$ cat src/rtl/parity_frame_rx_pkg.sv
// -----------------------------------------------------------------------------
// parity_frame_rx_pkg
// Shared definitions for the parity frame receiver:
//   rx_state_e  - 2-bit receiver state (IDLE, DATA, PARITY, STOP)
//   EVEN / ODD  - parity-mode constants used for the ODD_PARITY parameter
//   rx_cnt_width - width of the data-bit counter for a given word width
// -----------------------------------------------------------------------------
package parity_frame_rx_pkg;

  typedef enum logic [1:0] {
    ST_IDLE   = 2'd0,
    ST_DATA   = 2'd1,
    ST_PARITY = 2'd2,
    ST_STOP   = 2'd3
  } rx_state_e;

  localparam bit EVEN = 1'b0;
  localparam bit ODD  = 1'b1;

  // The counter must be able to hold DATA_W itself, hence the +1.
  function automatic int unsigned rx_cnt_width(input int unsigned data_w);
    return (data_w < 1) ? 1 : $clog2(data_w + 1);
  endfunction

endpackage

$ cat src/rtl/parity_frame_rx_out_buf.sv
// -----------------------------------------------------------------------------
// rx_out_buf
// One-entry valid/ready holding register for completed frames.
//   clk, rst_n   - clock, asynchronous active-low reset
//   load_valid   - a new payload is offered this cycle
//   load_data    - payload offered with load_valid
//   out_data     - payload currently held
//   out_valid    - buffer holds an undelivered payload
//   out_ready    - consumer accepts when out_valid & out_ready
//   overrun      - one-cycle pulse: an offered payload was dropped (buffer full)
// A payload offered in the same cycle the held one drains replaces it, and
// out_valid stays high across that edge.
// -----------------------------------------------------------------------------
module rx_out_buf #(
  parameter int unsigned W = 10
) (
  input  logic         clk,
  input  logic         rst_n,
  input  logic         load_valid,
  input  logic [W-1:0] load_data,
  output logic [W-1:0] out_data,
  output logic         out_valid,
  input  logic         out_ready,
  output logic         overrun
);

  logic [W-1:0] data_q,    data_d;
  logic         valid_q,   valid_d;
  logic         overrun_q, overrun_d;
  logic         drain;
  logic         accept;

  always_comb begin
    // out_ready only matters while something is held.
    drain     = valid_q & out_ready;
    accept    = load_valid & (~valid_q | drain);
    data_d    = data_q;
    valid_d   = valid_q;
    overrun_d = 1'b0;
    if (accept) begin
      data_d  = load_data;
      valid_d = 1'b1;
    end else if (drain) begin
      valid_d = 1'b0;
    end
    if (load_valid && !accept) begin
      overrun_d = 1'b1;
    end
  end

  always_ff @(posedge clk or negedge rst_n) begin
    if (!rst_n) begin
      data_q    <= '0;
      valid_q   <= 1'b0;
      overrun_q <= 1'b0;
    end else begin
      data_q    <= data_d;
      valid_q   <= valid_d;
      overrun_q <= overrun_d;
    end
  end

  assign out_data  = data_q;
  assign out_valid = valid_q;
  assign overrun   = overrun_q;

endmodule

$ cat src/rtl/parity_frame_rx.sv
// -----------------------------------------------------------------------------
// parity_frame_rx
// Serial frame receiver with parity and framing check. A frame is a start bit
// (0), DATA_W data bits LSB first, a parity bit and a stop bit (1), each bit
// qualified by a one-cycle bit_valid strobe. The rebuilt word plus its error
// flags are handed to a one-entry valid/ready buffer.
//   clk, rst_n   - clock, asynchronous active-low reset
//   bit_valid    - qualifies bit_in; nothing advances while low
//   bit_in       - serial bit
//   out_data     - received word
//   out_par_err  - parity mismatch for out_data
//   out_frm_err  - stop bit was 0 for out_data
//   out_valid    - buffer holds an undelivered word
//   out_ready    - consumer handshake
//   overrun      - one-cycle pulse when a finished frame found the buffer full
//   busy         - receiver is inside a frame (not IDLE)
// Parameters: DATA_W (1..32), ODD_PARITY (0 = even, 1 = odd).
// -----------------------------------------------------------------------------
module parity_frame_rx
  import parity_frame_rx_pkg::*;
#(
  parameter int unsigned DATA_W     = 8,
  parameter bit          ODD_PARITY = EVEN
) (
  input  logic              clk,
  input  logic              rst_n,
  input  logic              bit_valid,
  input  logic              bit_in,
  output logic [DATA_W-1:0] out_data,
  output logic              out_par_err,
  output logic              out_frm_err,
  output logic              out_valid,
  input  logic              out_ready,
  output logic              overrun,
  output logic              busy
);

  localparam int unsigned     CNT_W    = rx_cnt_width(DATA_W);
  localparam int unsigned     PAY_W    = DATA_W + 2;
  localparam logic [CNT_W-1:0] LAST_IDX = CNT_W'(DATA_W - 1);
  // Seeding the accumulator with the mode bit makes "nonzero" mean
  // "error" for both even and odd parity.
  localparam logic            PAR_INIT = ODD_PARITY ? ODD : EVEN;

  rx_state_e         state_q, state_d;
  logic [CNT_W-1:0]  cnt_q,   cnt_d;
  logic [DATA_W-1:0] shreg_q, shreg_d;
  logic              par_q,   par_d;
  logic              perr_q,  perr_d;

  logic              frame_done;
  logic [PAY_W-1:0]  frame_pay;
  logic [PAY_W-1:0]  buf_data;

  always_comb begin
    state_d    = state_q;
    cnt_d      = cnt_q;
    shreg_d    = shreg_q;
    par_d      = par_q;
    perr_d     = perr_q;
    frame_done = 1'b0;
    // Payload layout: {parity error, framing error, data word}.
    frame_pay  = {perr_q, ~bit_in, shreg_q};
    if (bit_valid) begin
      case (state_q)
        ST_IDLE: begin
          if (!bit_in) begin
            state_d = ST_DATA;
            cnt_d   = '0;
            par_d   = PAR_INIT;
          end
        end
        ST_DATA: begin
          // Right shift with the new bit at the MSB: after DATA_W bits the
          // first bit received sits in bit 0.
          shreg_d             = shreg_q >> 1;
          shreg_d[DATA_W-1]   = bit_in;
          par_d               = par_q ^ bit_in;
          cnt_d               = cnt_q + CNT_W'(1);
          if (cnt_q == LAST_IDX) begin
            state_d = ST_PARITY;
          end
        end
        ST_PARITY: begin
          par_d   = par_q ^ bit_in;
          perr_d  = par_q ^ bit_in;
          state_d = ST_STOP;
        end
        ST_STOP: begin
          // A 0 stop bit is only a framing error; it never starts a frame.
          frame_done = 1'b1;
          state_d    = ST_IDLE;
          cnt_d      = '0;
        end
        default: begin
          state_d = ST_IDLE;
        end
      endcase
    end
  end

  always_ff @(posedge clk or negedge rst_n) begin
    if (!rst_n) begin
      state_q <= ST_IDLE;
      cnt_q   <= '0;
      shreg_q <= '0;
      par_q   <= 1'b0;
      perr_q  <= 1'b0;
    end else begin
      state_q <= state_d;
      cnt_q   <= cnt_d;
      shreg_q <= shreg_d;
      par_q   <= par_d;
      perr_q  <= perr_d;
    end
  end

  rx_out_buf #(
    .W (PAY_W)
  ) u_out_buf (
    .clk        (clk),
    .rst_n      (rst_n),
    .load_valid (frame_done),
    .load_data  (frame_pay),
    .out_data   (buf_data),
    .out_valid  (out_valid),
    .out_ready  (out_ready),
    .overrun    (overrun)
  );

  assign out_data    = buf_data[DATA_W-1:0];
  assign out_frm_err = buf_data[DATA_W];
  assign out_par_err = buf_data[DATA_W+1];
  assign busy        = (state_q != ST_IDLE);

endmodule

$ cat config.mk
export PLATFORM = sky130hd
export DESIGN_NAME = parity_frame_rx
export DESIGN_NICKNAME = d
export VERILOG_FILES = /design/src/rtl/parity_frame_rx_pkg.sv /design/src/rtl/parity_frame_rx_out_buf.sv /design/src/rtl/parity_frame_rx.sv
export SDC_FILE = /design/constraint.sdc
export NUM_CORES = 1
export LEC_CHECK = 0
export CAP_MARGIN = 20
export CORE_MARGIN = 2
export CORE_UTILIZATION = 50
export CTS_BUF_LIST = sky130_fd_sc_hd__clkbuf_4 sky130_fd_sc_hd__clkbuf_8
export DETAILED_ROUTE_END_ITERATION = 7
export PLACE_DENSITY_LB_ADDON = 0.08
export SLEW_MARGIN = 10
export SYNTH_ARGS = -nofsm -noshare
export SYNTH_HDL_FRONTEND = slang
export SYNTH_SLANG_ARGS = --single-unit
$ cat constraint.sdc
create_clock -name clk -period 1.35 [get_ports clk]
set_input_delay 0.27 -clock clk [delete_from_list [all_inputs] [get_ports clk]]
set_output_delay 0.27 -clock clk [all_outputs]
set_load 0.05 [all_outputs]
=== Word level (Yosys, flattened, before mapping) ===
Index checks and enable logic that the tools add are counted.

* Flip-flop bits (word level): 28
* Bits of input ports: 5
* Output and inout bits: 13
* Word-level logic and storage cells: 46

* Add/sub/neg operators: 1
* Equality and inequality tests: 6
* Muxes and demuxes: 12
* Bitwise logic cells: 6
* Reduce and logical (&&, ||, !) cells: 13

{| class="wikitable"
|+ Operator list
! kind !! number
|-
| case mux 4 bit (3 select lines) || 1
|-
| AND reduction 3 bit || 3
|-
| case mux 2 bit (4 select lines) || 1
|-
| 2-to-1 mux 1 bit || 6
|-
| nonzero test 2 bit || 3
|-
| adder 4 x 1 -> 4 bit (second input constant) || 1
|-
| equality test 2 bit (second input constant) || 2
|-
| equality test 4 x 3 -> 1 bit (second input constant) || 1
|-
| 2-to-1 mux 2 bit || 2
|-
| 2-to-1 mux 4 bit || 1
|-
| != test 2 bit (second input constant) || 2
|-
| AND reduction 2 bit || 2
|-
| nonzero test 3 bit || 1
|-
| bitwise AND 1 bit || 2
|-
| equality test 2 x 1 -> 1 bit (second input constant) || 1
|-
| zero test 2 bit || 1
|-
| inverter 1 bit || 2
|-
| case mux 1 bit (2 select lines) || 1
|-
| OR reduction 2 bit || 1
|-
| logical AND 1 bit || 1
|-
| zero test 1 bit || 1
|-
| bitwise OR 1 bit || 1
|-
| XOR 1 bit || 1
|}

=== Logic depth before layout (Yosys ltp) ===
* Depth after elaboration: 7
* Gate-level depth with buffers: 6
* Mapped depth without buffers: 5

=== By module ===
Synthesis repeated with hierarchy kept, for this count alone.

* Cells, all modules: 100
* Area, all modules: 1347.5 um^2

{| class="wikitable"
|+ By module, submodules not included
! module !! instances !! cells each !! area an instance (um^2) !! seq. area each (um^2)
|-
| parity_frame_rx || 1 || 73 || 860.8 || 400.4
|-
| rx_out_buf || 1 || 27 || 486.7 || 300.3
|}

=== Worst setup path before layout ===
OpenSTA, ideal clock, no wires.

* Kind: reg2reg
* Start point: reg state_q[1]
* End point: reg state_q[1]
* Setup time: 128 ps
* Arrival time: 1373 ps
* Data required time: 1222 ps
* Setup slack: -150 ps
* Stages on the path, launching flop included: 6
* Path buffers: 1
* Clock period less this slack: 1500 ps
* Path through: dfrtp_1 inv_1 ha_1 buf_2 a221oi_2 mux2_1

* Cells in the longest elaborated chain, start to end: 3
* Elaborated cells between the ends (all ways): 8
* Those cells by class: eq/ne: 5; mux: 1; reduce/logical: 2

{| class="wikitable"
|+ Ends and longest elaborated chain
! what !! line !! text
|-
| start, declared || parity_frame_rx.sv:45 || <nowiki>rx_state_e state_q, state_d;</nowiki>
|-
| start signal, assigned || parity_frame_rx.sv:110 || <nowiki>state_q <= state_d;</nowiki>
|-
| equality test 2 x 1 -> 1 bit or zero test 2 bit (tied branches) || parity_frame_rx.sv:65 || <nowiki>case (state_q)</nowiki>
|-
| != test 2 bit (no line) || - ||
|-
| AND reduction 3 bit (no line) || - ||
|}

Several ways; a longest one is shown, not always the timed one.
A chain may end at the register's enable or synchronous reset.

=== Worst setup path after layout ===
* Start point: reg state_q[1]
* End point: out busy

* Cells in the longest elaborated chain, start to end: 1

{| class="wikitable"
|+ Ends and longest elaborated chain
! what !! line !! text
|-
| nonzero test 2 bit || parity_frame_rx.sv:134 || <nowiki>assign busy = (state_q != ST_IDLE);</nowiki>
|-
| end, declared || parity_frame_rx.sv:35 || <nowiki>output logic busy</nowiki>
|}

No other way between the ends.

==> results.md <==
* Average wire per standard cell at ~15 um
* Ys Warns at 0
* DP Wirelength at ~1700 um
* CP Class: reg -> out
* Largest net degree at the start of global routing at 29
* Max-Cap Viols at 0
* GR Layer Usage met3 at under 10%
* Syn Area/Cell at between 10 and 15 um2
* DRC Markers at 0
* Area growth, synth to finish at 52.9%
* Setup violations, final at 17
* Leakage power at 0.000930 uW
* Critical path capture point type: primary output
* Layout cells sized above 1 at 55.9%
* Status: finished with violations
* P_int at around 3400 uW
* DR vias at 883
* Final WS setup at -0.254 ns
* Register area share after synthesis at 52.2%
* H-tree levels at 1
* Clock tree buffer depth at 2
* Number of global-route vias before repair at between 900 and 1000
* Clock skew at roughly 0.0055 ns
* R2R Setup Slk at -0.19 ns
* PD cells at about 2700 nW/um2
* Clk_lat worst skew at around 0.34 ns
* Period utilisation layout at 119%
* Core area at about 2500 um2
* Startpoint Class: register
* Clock buffer count from CTS at 3
* Normalized max-slew margin at around 82%
* Root Driver: clkbuf_4
* Tmin final at between 1.5 and 2 ns
* Multi-input logic area at 697 um2
* Distinct cells, synth at 30
* Final count of hold timing violations at 0
* PortBufs at 17
* Gr usage total at about 18%
* Starting density of the core at between 50% and 60%
* Clk sinks at 28
* Grt total ovfl at 0
* Top cells by area, synth: dfrtp_1 52%, mux2_4 10%, mux2_2 6.7%
* GR Util met1 at a little under a quarter
* Num rows at 18
* Initial antenna violation count at 0
* GPL Wtd Cong at 0.728
* Syn_nets at around 110
* CP required at 1.08 ns
* WP data arrival at 1.33 ns
* Cell accounting for the most synthesized area: dfrtp_1
* Worst R2R Start: state_q[1]$_DFFE_PN0P_
* M2 GR Usage at 29.3%
* Worst Tran Pin Value at 0.268 ns
* CTS Hold Bufs at 0
* Initial DRT Pass Iterations at 3
* Comb pwr share at about 61%
* Switching Fraction at between 30% and 40%
* Setup TNS at -2.24 ns
* Floorplan die width at 55.8 um
* Final wirelength at 2660 um
* First-pass GRT wire length at between 4000 and 5000 um
* Worst min path class: in -> async
* Pre-CTS setup slack at -0.340 ns
* Antenna cells at 0
* Clock share of power at between 10% and 20%
* GR peak layer: met2
* Failing checks: negative setup slack
* TritonCTS clock tree: done
* Die H at about 56 um
* Routed vias/inst at 5.10
* P_sw at between 2000 and 2500 uW
* Nets at approximately 160
* Synth Instances at 100
* Die ar. at 3110 um2
* Ports at 18
* Antenna Nets Post-Route at 0
* Fill cells at 140
* Area fraction of the dominant cell type after synthesis at 52.2%
* #FFs+latches synth at 28
* Final Max Slew Viols at 0
* Number of DRC markers in iteration 0 at 6
* Clock-pin slew on the worst setup and hold paths at 0.15 ns
* Area taken by flip-flops and latches at 702 um2
* Mapped Area at between 1000 and 1500 um2
* Max IR drop VDD at 1.93 mV
* Sequential power share at approximately 28%
* RSZ-0062 raised after global routing: yes
* CP max FO at 2
* FMAX at around 0.62 GHz
* Critical Path Source: state_q[1]$_DFFE_PN0P_
logic make-up after synthesis:
kind of cell             after synthesis  synth area share, %
flip-flops                            28                 52.2
adder cells (fa/ha/maj)                7                 6.53
buffers and inverters                 10                 4.20
AND/OR/NAND/NOR                       24                 11.4
multiplexers                          21                 19.9
AO/OA/AOI/OAI                          9                 5.13
XOR/XNOR                               1                0.653
cells in the final DEF, fill, tap and decap left out, types with 4 or more instances in the layout:
| cell type | instances |
|---|---|
| mux2_2 | 8 |
| nand2b_1 | 4 |
| buf_12 | 15 |
| buf_4 | 18 |
| clkdlybuf4s50_1 | 4 |
| dfrtp_1 | 27 |
| buf_6 | 5 |
| mux2_4 | 10 |
metrics by stage:
stage / power (uW) / cell area [um2] / hold WS [ns] / util, % / cells
final: 5460 / 2050 / 0.270 / 82.0 / 173
after global routing: 5750 / 2050 / 0.247 / 82.0 / 173
after CTS: 5270 / 1960 / 0.256 / 78.5 / 171
after detailed placement: 4380 / 1800 / 0.496 / 71.9 / 159
after global placement: 4280 / 1800 / 0.493 / 71.9 / 159
after floorplan: 3120 / 1360 / -0.0256 / - / 100
registers in the layout (all words and copies together) (netlist names):
signal,flops
cnt_q,4
par_q,1
perr_q,1
shreg_q,8
state_q,2
u_out_buf.out_data,10
u_out_buf.out_valid,1
u_out_buf.overrun,1
worst max-delay path, cell delays in order (launching register included):
cell and delay (ns):
dfrtp_1 0.43, inv_2 0.09, ha_4 0.14, buf_6 0.10, clkinvlp_4 0.09, buf_12 0.15
cell type report:
| cell class | instances | share of cell area [%] |
|---|---|---|
| repair buffers | 42 | 25.9 |
| flip-flops and latches | 28 | 34.2 |
| clock inverters | 1 | 1.46 |
| inverters | 7 | 1.46 |
| well taps | 30 | 1.83 |
| clock buffers | 3 | 1.10 |
| multi-input cells | 62 | 34.0 |
power by group through the flow:
stage	sequential, uW	clock, uW	combinational, uW
2_1_floorplan	2010	0	1110
3_3_place_gp	1560	0	2720
3_5_place_dp	1590	0	2790
4_1_cts	1560	575	3130
5_1_grt	1610	604	3540
6_report	1560	552	3350
per-layer routing:
| metal | vias to the layer above | part of all wire, % |
|---|---|---|
| li1 | 430 | - |
| met1 | 433 | 45 |
| met2 | 16 | 51 |
| met3 | 4 | 3.3 |
| met4 | 0 | 1.4 |
| met5 | - | 0 |
Yosys cell counts:
cell,number
buf_2,2
ha_1,7
a21oi_1,2
nand3_1,5
inv_2,1
and2b_2,1
buf_12,1
nand2b_1,4
nand2_1,3
inv_1,6
and2_1,1
nand4b_1,2
nor2b_4,1
o21ai_0,1
mux2_2,8
a2bb2oi_1,1
mux2_1,1
xnor2_1,1
dfrtp_1,28
nand2_4,1
a221oi_2,1
nor2b_1,2
mux2i_1,3
nor2_1,2
o211ai_1,2
a31oi_1,1
mux2_4,9
o2bb2ai_1,1
nand3b_1,1
nand2_2,1
path summary, 6_finish.rpt:
| check | to | depth (start not counted) |
|---|---|---|
| worst min register to register | u_out_buf.out_data[9]$_DFFE_PN0P_ | 1 |
| worst max-delay path | busy | 5 |
| min in group clk | u_out_buf.out_data[9]$_DFFE_PN0P_ | 1 |
| max in group asynchronous | u_out_buf.out_valid$_DFFE_PN0P_ | 2 |
| worst min-delay path | u_out_buf.out_data[0]$_DFFE_PN0P_ | 2 |
| worst max register to register | state_q[1]$_DFFE_PN0P_ | 5 |
timing repair:
item,CTS,global route
setup endpoints to repair,16,21
gates cloned,0,0
pin swaps,4,2
gates resized for setup,12,13
buffers inserted,8,2
Note: power is estimated with default switching activity, not from simulation.
